**src/rtl/digit_row_scanner.sv**
```systemverilog
// digit_row_scanner: snapshots NUM_DIGITS 7-segment codes, walks each line of
// every digit through the external segments_to_bitmap converter and streams
// the returned rows as a valid/ready pixel stream with blank inter-digit gaps.
module digit_row_scanner #(
    parameter int unsigned NUM_DIGITS = 4,
    parameter int unsigned LINES      = 5,
    parameter int unsigned GAP        = 1
) (
    input  logic                    clk,
    input  logic                    rst,
    input  logic                    start,
    input  logic [7*NUM_DIGITS-1:0] segs_in,
    output logic [6:0]              segments,
    output logic [2:0]              line,
    input  logic [4:0]              bits,
    output logic                    pix,
    output logic                    pix_valid,
    input  logic                    pix_ready,
    output logic                    pix_eol,
    output logic                    pix_eof,
    output logic                    busy
);

    localparam int unsigned SEG_W = 7 * NUM_DIGITS;
    localparam int unsigned DIG_W = (NUM_DIGITS > 1) ? $clog2(NUM_DIGITS) : 1;
    localparam logic [DIG_W-1:0] LAST_DIGIT = DIG_W'(NUM_DIGITS - 1);
    localparam logic [2:0]       LAST_LINE  = 3'(LINES - 1);
    localparam logic [2:0]       GAP_LAST   = (GAP > 0) ? 3'(GAP - 1) : 3'd0;

    typedef enum logic [1:0] {
        ST_IDLE,
        ST_LOAD,
        ST_SHIFT,
        ST_GAP
    } state_t;

    state_t           state;
    logic [SEG_W-1:0] snap;
    logic [DIG_W-1:0] digit;
    logic [DIG_W-1:0] digit_nxt;
    logic [4:0]       shreg;
    logic [2:0]       col;
    logic [2:0]       gcnt;
    logic             last_digit;
    logic             last_line;

    // Segment code of digit d within the frame snapshot.
    function automatic logic [6:0] seg_of(input logic [SEG_W-1:0] s,
                                          input logic [DIG_W-1:0] d);
        return s[7*int'(d) +: 7];
    endfunction

    // Position flags for the digit/line walk.
    always_comb begin
        last_digit = (digit == LAST_DIGIT);
        last_line  = (line == LAST_LINE);
        digit_nxt  = DIG_W'(digit + 1'b1);
    end

    // Scanner FSM with registered converter and pixel-stream outputs.
    always_ff @(posedge clk) begin
        if (rst) begin
            state     <= ST_IDLE;
            snap      <= '0;
            digit     <= '0;
            line      <= 3'd0;
            segments  <= 7'd0;
            shreg     <= 5'd0;
            col       <= 3'd0;
            gcnt      <= 3'd0;
            pix       <= 1'b0;
            pix_valid <= 1'b0;
            pix_eol   <= 1'b0;
            pix_eof   <= 1'b0;
            busy      <= 1'b0;
        end else begin
            case (state)
                ST_IDLE: begin
                    if (start) begin
                        snap     <= segs_in;
                        digit    <= '0;
                        line     <= 3'd0;
                        segments <= segs_in[6:0];
                        busy     <= 1'b1;
                        state    <= ST_LOAD;
                    end
                end

                ST_LOAD: begin
                    // converter inputs were registered last edge, so bits is settled
                    shreg     <= bits;
                    pix       <= bits[4];
                    pix_valid <= 1'b1;
                    pix_eol   <= 1'b0;
                    pix_eof   <= 1'b0;
                    col       <= 3'd0;
                    state     <= ST_SHIFT;
                end

                ST_SHIFT: begin
                    if (pix_ready) begin
                        if (col == 3'd4) begin
                            pix     <= 1'b0;
                            pix_eol <= 1'b0;
                            pix_eof <= 1'b0;
                            if (!last_digit) begin
                                if (GAP > 0) begin
                                    gcnt  <= 3'd0;
                                    state <= ST_GAP;
                                end else begin
                                    digit     <= digit_nxt;
                                    segments  <= seg_of(snap, digit_nxt);
                                    pix_valid <= 1'b0;
                                    state     <= ST_LOAD;
                                end
                            end else if (!last_line) begin
                                line      <= line + 3'd1;
                                digit     <= '0;
                                segments  <= snap[6:0];
                                pix_valid <= 1'b0;
                                state     <= ST_LOAD;
                            end else begin
                                pix_valid <= 1'b0;
                                busy      <= 1'b0;
                                state     <= ST_IDLE;
                            end
                        end else begin
                            col     <= col + 3'd1;
                            shreg   <= {shreg[3:0], 1'b0};
                            pix     <= shreg[3];
                            pix_eol <= last_digit && (col == 3'd3);
                            pix_eof <= last_digit && last_line && (col == 3'd3);
                        end
                    end
                end

                ST_GAP: begin
                    if (pix_ready) begin
                        if (gcnt == GAP_LAST) begin
                            digit     <= digit_nxt;
                            segments  <= seg_of(snap, digit_nxt);
                            pix_valid <= 1'b0;
                            state     <= ST_LOAD;
                        end else begin
                            gcnt <= gcnt + 3'd1;
                        end
                    end
                end

                default: state <= ST_IDLE;
            endcase
        end
    end

endmodule

```
**config.mk**
```make
export PLATFORM = sky130hd
export DESIGN_NAME = digit_row_scanner
export DESIGN_NICKNAME = d
export VERILOG_FILES = /design/src/rtl/digit_row_scanner.sv
export SDC_FILE = /design/constraint.sdc
export NUM_CORES = 1
export LEC_CHECK = 0
export CAP_MARGIN = 20
export CORE_MARGIN = 2
export CORE_UTILIZATION = 45
export CTS_CLUSTER_SIZE = 14
export DETAILED_ROUTE_END_ITERATION = 16
export GPL_TIMING_DRIVEN = 0
export MAX_ROUTING_LAYER = met4
export PLACE_DENSITY = 0.7
export SYNTH_ARGS = -nofsm -noshare
export SYNTH_HDL_FRONTEND = slang
export SYNTH_SLANG_ARGS = --single-unit
export TNS_END_PERCENT = 10
```
**constraint.sdc**
```tcl
create_clock -name clk -period 2.6 [get_ports clk]
set_input_delay 0.39 -clock clk [delete_from_list [all_inputs] [get_ports clk]]
set_output_delay 0.39 -clock clk [all_outputs]
set_load 0.05 [all_outputs]
```
==> impl_metrics.py, run 1 <==
metrics = {
    "critical_path": {
        "cp_data_required_time_ns": 2.83,
        "crit_type": "register to register",
        "arrival_ns": 2.70,
        "crit_path_start_kind": "register",
        "crit_path_end_kind": "register",
        "worst-r2r-setup-slack_ns": 0.13,
        "worst-path-max-fanout": 9,
    },
    "synthesis": {
        "ys_seq_elements": 57,
        "synthFlopType": "dfxtp_1",
        "async_flop_share_pct": 0,
        "synth_area_per_cell_sq_um": 8.136,
        "synthCells": 358,
        "yosysSeqAreaShare_pct": 39.18,
        "synth_compound_area_share_pct": 24.36,
        "synthMuxAreaShare_pct": 3.780,
        "syn_area_sq_mm": 0.002913,
        "ys.warnings.count": 0,
        "synth_area_leaders": "dfxtp_1 (39%), nand2_1 (8.6%), a21oi_1 (7.7%), ha_1 (5.6%), mux2i_1 (3.8%)",
        "synth_fa_ha_area_share_pct": 5.584,
        "synth_area_leader_cell": "dfxtp_1",
        "synthSimpleGateAreaFrac_pct": 21.35,
        "synth_top_family_by_area": "compound AO/OA/AOI/OAI gates",
        "synth_fp_nets": 408,
        "yosys.area.top_type_share_pct": 39.18,
        "synth_xor_area_share_pct": 0,
        "synth_edf_count": 0,
        "synth.distinct_cells": 44,
    },
    "floorplanning": {
        "ios": 52,
        "die_area_sq_mm": 0.007133,
        "core_sq_mm": 0.006314,
        "start_util_pct": 46.14,
        "fp.dieW_um": 84.46,
        "rows": 29,
        "dieHeight_um": 84.46,
    },
    "clocking": {
        "cts_tree": "done",
        "root_buffer": "clkbuf_8",
        "postCtsHoldBufs": 0,
        "clk_latency_ns": 0.35,
        "path_clk_slew_ns": 0.07,
        "clk_path_buf_depth": 2,
        "htreeDepth": 3,
        "post_cts_buffers": 0,
        "clkSinkCount": 57,
        "cts_resized": 0,
        "numCtsBuffers": 9,
    },
    "global_route": {
        "grt_use_met2_pct": 32.83,
        "grt_pass1_wl_um": 12940,
        "grtUsageMet3_pct": 4.523,
        "grt_max_degree": 11,
        "grt.overflow.total": 0,
        "first_global_vias": 2633,
        "busiest_layer": "met1",
        "track_usage_pct": 23.47,
        "antenna_found_initial": 0,
        "grtUsageMet1_pct": 33.78,
    },
    "sta": {
        "timing.hold.ws_ns": 0.4603,
        "rsz0062_at_grt": "false",
        "setup_viol": 0,
        "max_freq_mhz": 405.4,
        "period_share_pct": 94.88,
        "min_period_ns": 2.467,
        "fin_tns_setup_ns": 0,
        "slew_violations": 0,
        "hold_viol": 0,
        "skew_ns": 0.008888,
        "slew_headroom_pct": 27.38,
        "worst_pin_slew_ns": 1.087,
    },
    "detailed_routing": {
        "routed_via_density": 5.739,
        "vias": 2864,
        "detail-route-antenna-nets": 0,
        "drc": 0,
        "dr.pass1.iters": 5,
        "wl_per_cell_um": 16.05,
        "drt_iter0_markers": 334,
        "wl_um": 8008,
    },
    "hold_path": {
        "hold_class": "register to register",
    },
    "final_layout": {
        "num-fill-cells": 618,
        "drive_gt1_share_pct": 4.976,
        "layout.nets": 469,
        "seq_area_sq_mm": 0.001141,
        "antenna_cells": 0,
        "multi_input_area_sq_mm": 0.001604,
        "area_growth_pct": 26.76,
    },
    "pwr": {
        "ir_drop_uv": 341.5,
        "cellLeakagePower_nw": 1.329,
        "powerDensity_mw_per_mm2": 709.3,
    },
    "status": {
        "status": "completed",
    },
    "place": {
        "gp_congestion": 0.8378,
        "dp_hpwl_um": 5710,
        "port_buffers": 50,
    },
    "run": {
        "maxCapViolations": 0,
    },
}
-- placed cells by master, fill, tap and decap left out, drive strengths merged, types with 2 or more instances in the layout --
cell type and count:
o211ai 7, or2 3, a31oi 2, ha 13, o41ai 8, nor2 13
or3 3, o31ai 3, and3 8, clkbuf 31, o311ai 7, clkdlybuf4s50 50
a211oi 11, buf 8, nor2b 5, inv 12, nand3 14, mux2i 11
nand4b 3, or4 3, o21ai 4, a21oi 45, o311a 8, nand2b 6
nand4 2, nand2 67, dfxtp 57, clkinv 4
-- report_power, final --
part           total, mW  switching [mW]  internal (mW)
combinational      0.763           0.479          0.284
sequential          1.04          0.0646          0.977
clock              0.814           0.362          0.453
-- cell usage after synthesis (all sizes together), types with 5 or more instances --
cell	n
nor2b	5
a211oi	11
and3	8
mux2i	11
inv	12
buf	8
o311a	8
o311ai	7
ha	13
nand3	14
dfxtp	57
nand2	67
nand2b	6
nor2	13
o211ai	7
clkbuf	21
o41ai	8
a21oi	45
-- kinds of logic after synthesis --
group / after synthesis
fa+ha+maj: 13
buf+inv: 42
flops: 57
compound gates: 104
simple gates: 131
mux: 11
-- stage by stage --
stage | util (%) | setup WS [ns] | std cells | area [sq um] | total power, mW
floorplan | - | 0.2965 | 358 | 2913 | 1.554
global placement | 55.59 | 0.2376 | 485 | 3510 | 1.801
detailed placement | 55.59 | 0.1895 | 485 | 3510 | 1.811
CTS | 58.48 | 0.1408 | 499 | 3692 | 2.607
global route | 58.48 | 0.02573 | 499 | 3692 | 2.736
finish | 58.48 | 0.1331 | 499 | 3692 | 2.619
-- layout make-up --
| class | instances | share of cell area [%] |
|---|---|---|
| well taps | 77 | 2.609 |
| flip-flops and latches | 57 | 30.90 |
| clock buffers | 10 | 3.728 |
| clock inverters | 4 | 1.220 |
| inverters | 13 | 1.322 |
| plain buffers | 29 | 3.219 |
| multi-input cells | 259 | 43.44 |
| repair buffers | 50 | 13.55 |
-- sequential cells by signal, indices dropped and copies added, names as in the netlist --
| name | flops |
|---|---|
| segments | 7 |
| pix | 1 |
| digit | 2 |
| col | 3 |
| shreg | 4 |
| gcnt | 3 |
| pix_eol | 1 |
| pix_valid | 1 |
| pix_eof | 1 |
| busy | 1 |
| snap | 28 |
| line | 3 |
| state | 2 |
-- final timing paths --
kind                         start                       end  depth (start not counted)
max          state[0]$_SDFFE_PP0P_  segments[5]$_SDFFE_PP0P_                          8
max reg2reg  state[0]$_SDFFE_PP0P_  segments[5]$_SDFFE_PP0P_                          8
min reg2reg  snap[27]$_SDFFE_PP0P_     snap[27]$_SDFFE_PP0P_                          2
min          snap[27]$_SDFFE_PP0P_     snap[27]$_SDFFE_PP0P_                          2
-- per-layer routing --
layer	up-vias	share of wire, %
met3	18	6.8
met4	0	1.8
met1	1321	49
met2	111	42
met5	-	0
li1	1414	-
-- worst max-delay path, stage by stage (launching register included) --
cell	delay, ns
dfxtp_1	0.36
inv_1	0.10
ha_1	0.20
buf_2	0.17
or2_1	0.23
a221o_1	0.39
or3_1	0.36
buf_2	0.16
o41ai_1	0.37
Note: power is estimated with default switching activity, not from simulation.
==> run 2: changes to the inputs <==
--- a/config.mk
+++ b/config.mk
@@ -7,12 +7,11 @@
 export LEC_CHECK = 0
 export CAP_MARGIN = 20
 export CORE_MARGIN = 2
-export CORE_UTILIZATION = 45
+export CORE_UTILIZATION = 40
 export CTS_CLUSTER_SIZE = 14
 export DETAILED_ROUTE_END_ITERATION = 16
 export GPL_TIMING_DRIVEN = 0
 export MAX_ROUTING_LAYER = met4
-export PLACE_DENSITY = 0.7
 export SYNTH_ARGS = -nofsm -noshare
 export SYNTH_HDL_FRONTEND = slang
 export SYNTH_SLANG_ARGS = --single-unit
==> run 2 against run 1 <==
  * Routed wire length up 1.3%
  * Clock skew up 0.0047 ns
  * Global-route usage down 1.9 points
  * First-iteration DRC count down 25%
  * Sequential power about the same
  * Critical path depth unchanged
  * Clock power down 4.5%
  * Utilization down 6.3 points
  * Die area up 12%
  * Largest power group unchanged
==> impl_metrics.py, run 2 (synthesis results as in run 1) <==
metrics = {
    "clocking": {
        "clk_latency_ns": 0.34,
        "cts_tree": "done",
        "clkSinkCount": 57,
        "clk_path_buf_depth": 2,
        "post_cts_buffers": 0,
        "htreeDepth": 3,
        "cts_resized": 0,
        "path_clk_slew_ns": 0.07,
        "numCtsBuffers": 9,
        "postCtsHoldBufs": 0,
        "root_buffer": "clkbuf_8",
    },
    "sta": {
        "hold_viol": 0,
        "slew_headroom_pct": 28.73,
        "setup_viol": 0,
        "rsz0062_at_grt": "true",
        "timing.hold.ws_ns": 0.4598,
        "min_period_ns": 2.437,
        "slew_violations": 0,
        "max_freq_mhz": 410.3,
        "skew_ns": 0.01355,
        "period_share_pct": 93.75,
        "worst_pin_slew_ns": 1.066,
        "worst_slack_ns": 0.1626,
    },
    "pwr": {
        "ir_drop_uv": 288.0,
        "cellLeakagePower_nw": 1.331,
        "p_total_mw": 2.583,
        "powerDensity_mw_per_mm2": 694.0,
    },
    "detailed_routing": {
        "wl_um": 8110,
        "drc": 0,
        "wl_per_cell_um": 15.54,
        "vias": 2844,
        "dr.pass1.iters": 5,
        "drt_iter0_markers": 249,
        "routed_via_density": 5.448,
        "detail-route-antenna-nets": 0,
    },
    "critical_path": {
        "crit_chain": "inv_1 -> ha_1 -> buf_2 -> or2_1 -> a221o_1 -> or3_1 -> buf_2 -> o41ai_1",
        "path_delay_family": "compound AO/OA/AOI/OAI gates",
        "worst-path-max-fanout": 9,
        "crit_type": "register to register",
        "crit_path_start_kind": "register",
        "critPathBufInv": 3,
        "crit_path_end_kind": "register",
        "cp_data_required_time_ns": 2.83,
        "arrival_ns": 2.66,
        "crit_path_top_delay_cell": "a221o_1",
        "slowest_delay_ns": 0.39,
        "crit_top_cell": "buf_2",
    },
    "floorplanning": {
        "core_sq_mm": 0.007137,
        "ios": 52,
        "start_util_pct": 40.81,
        "dieHeight_um": 89.34,
        "fp.dieW_um": 89.34,
        "rows": 31,
        "die_area_sq_mm": 0.007981,
    },
    "final_layout": {
        "antenna_cells": 0,
        "top_register": "snap",
        "final_common_cell": "nand2_1",
        "num-fill-cells": 735,
        "top_regs": "snap x28, segments x7, shreg x4",
        "seq_area_sq_mm": 0.001141,
        "area_growth_pct": 27.75,
        "drive_gt1_share_pct": 4.965,
        "final_cell_mix": "nand2_1 (67), dfxtp_1 (57), clkdlybuf4s50_1 (50)",
        "multi_input_area_sq_mm": 0.001612,
        "layout.nets": 469,
        "largest_reg_flops": 28,
    },
    "place": {
        "dp_hpwl_um": 6009,
        "port_buffers": 50,
        "gp_congestion": 0.8401,
        "pre_cts_ws_ns": 0.2151,
    },
    "global_route": {
        "grt_pass1_wl_um": 12660,
        "grt.overflow.total": 0,
        "first_global_vias": 2519,
        "grt_max_degree": 11,
        "track_usage_pct": 21.57,
        "antenna_found_initial": 0,
    },
    "status": {
        "status": "completed",
    },
    "run": {
        "maxCapViolations": 0,
    },
    "hold_path": {
        "hold_class": "register to register",
    },
}
-- run 2: changes by cell type in the layout (fill, tap and decap cells not counted), sizes merged --
cell	before	now
clkbuf	31	32
-- run 2: worst min-delay path, stage by stage, from the launching register on --
cell	delay [ns]
dfxtp_1	0.31
nand2_1	0.05
a21oi_1	0.05
-- run 2: path summary, 6_finish.rpt --
kind	start	to	slack (ns)	cells past startpoint
setup / recovery	state[0]$_SDFFE_PP0P_	segments[0]$_SDFFE_PP0P_	0.16	8
hold / removal	pix_eol$_SDFFE_PP0P_	pix_eol$_SDFFE_PP0P_	0.46	2
setup reg to reg	state[0]$_SDFFE_PP0P_	segments[0]$_SDFFE_PP0P_	0.16	8
hold reg to reg	pix_eol$_SDFFE_PP0P_	pix_eol$_SDFFE_PP0P_	0.46	2
-- run 2: routing by layer --
metal  GRT usage (%)  vias to the layer above  part of all wire [%]
li1                -                     1421                     -
met1           31.21                     1326                    51
met3           2.770                       10                   4.7
met5               -                        -                     0
met4           6.513                        0                   1.1
met2           31.25                       87                    43
-- run 2: final cells by class --
cell class | count | share of cell area, %
Clock buffer | 11 | 3.531
Sequential cell | 57 | 30.67
Buffer | 29 | 3.194
Timing Repair Buffer | 50 | 13.45
Clock inverter | 4 | 1.210
Tap cell | 99 | 3.329
Multi-Input combinational cell | 259 | 43.31
Inverter | 13 | 1.311
-- run 2: power breakdown --
| part | switching [mW] | internal, mW |
|---|---|---|
| Clock | 0.344 | 0.433 |
| Combinational | 0.479 | 0.286 |
| Sequential | 0.0632 | 0.977 |
-- run 2: stage by stage --
step	instances	util (%)	setup TNS [ns]	instance area, sq um
global placement	507	49.56	0	3537
global route	522	52.14	-0.07638	3721
floorplan	358	-	0	2913
detailed placement	507	49.56	0	3537
CTS	522	52.03	0	3714
finish	522	52.14	0	3721
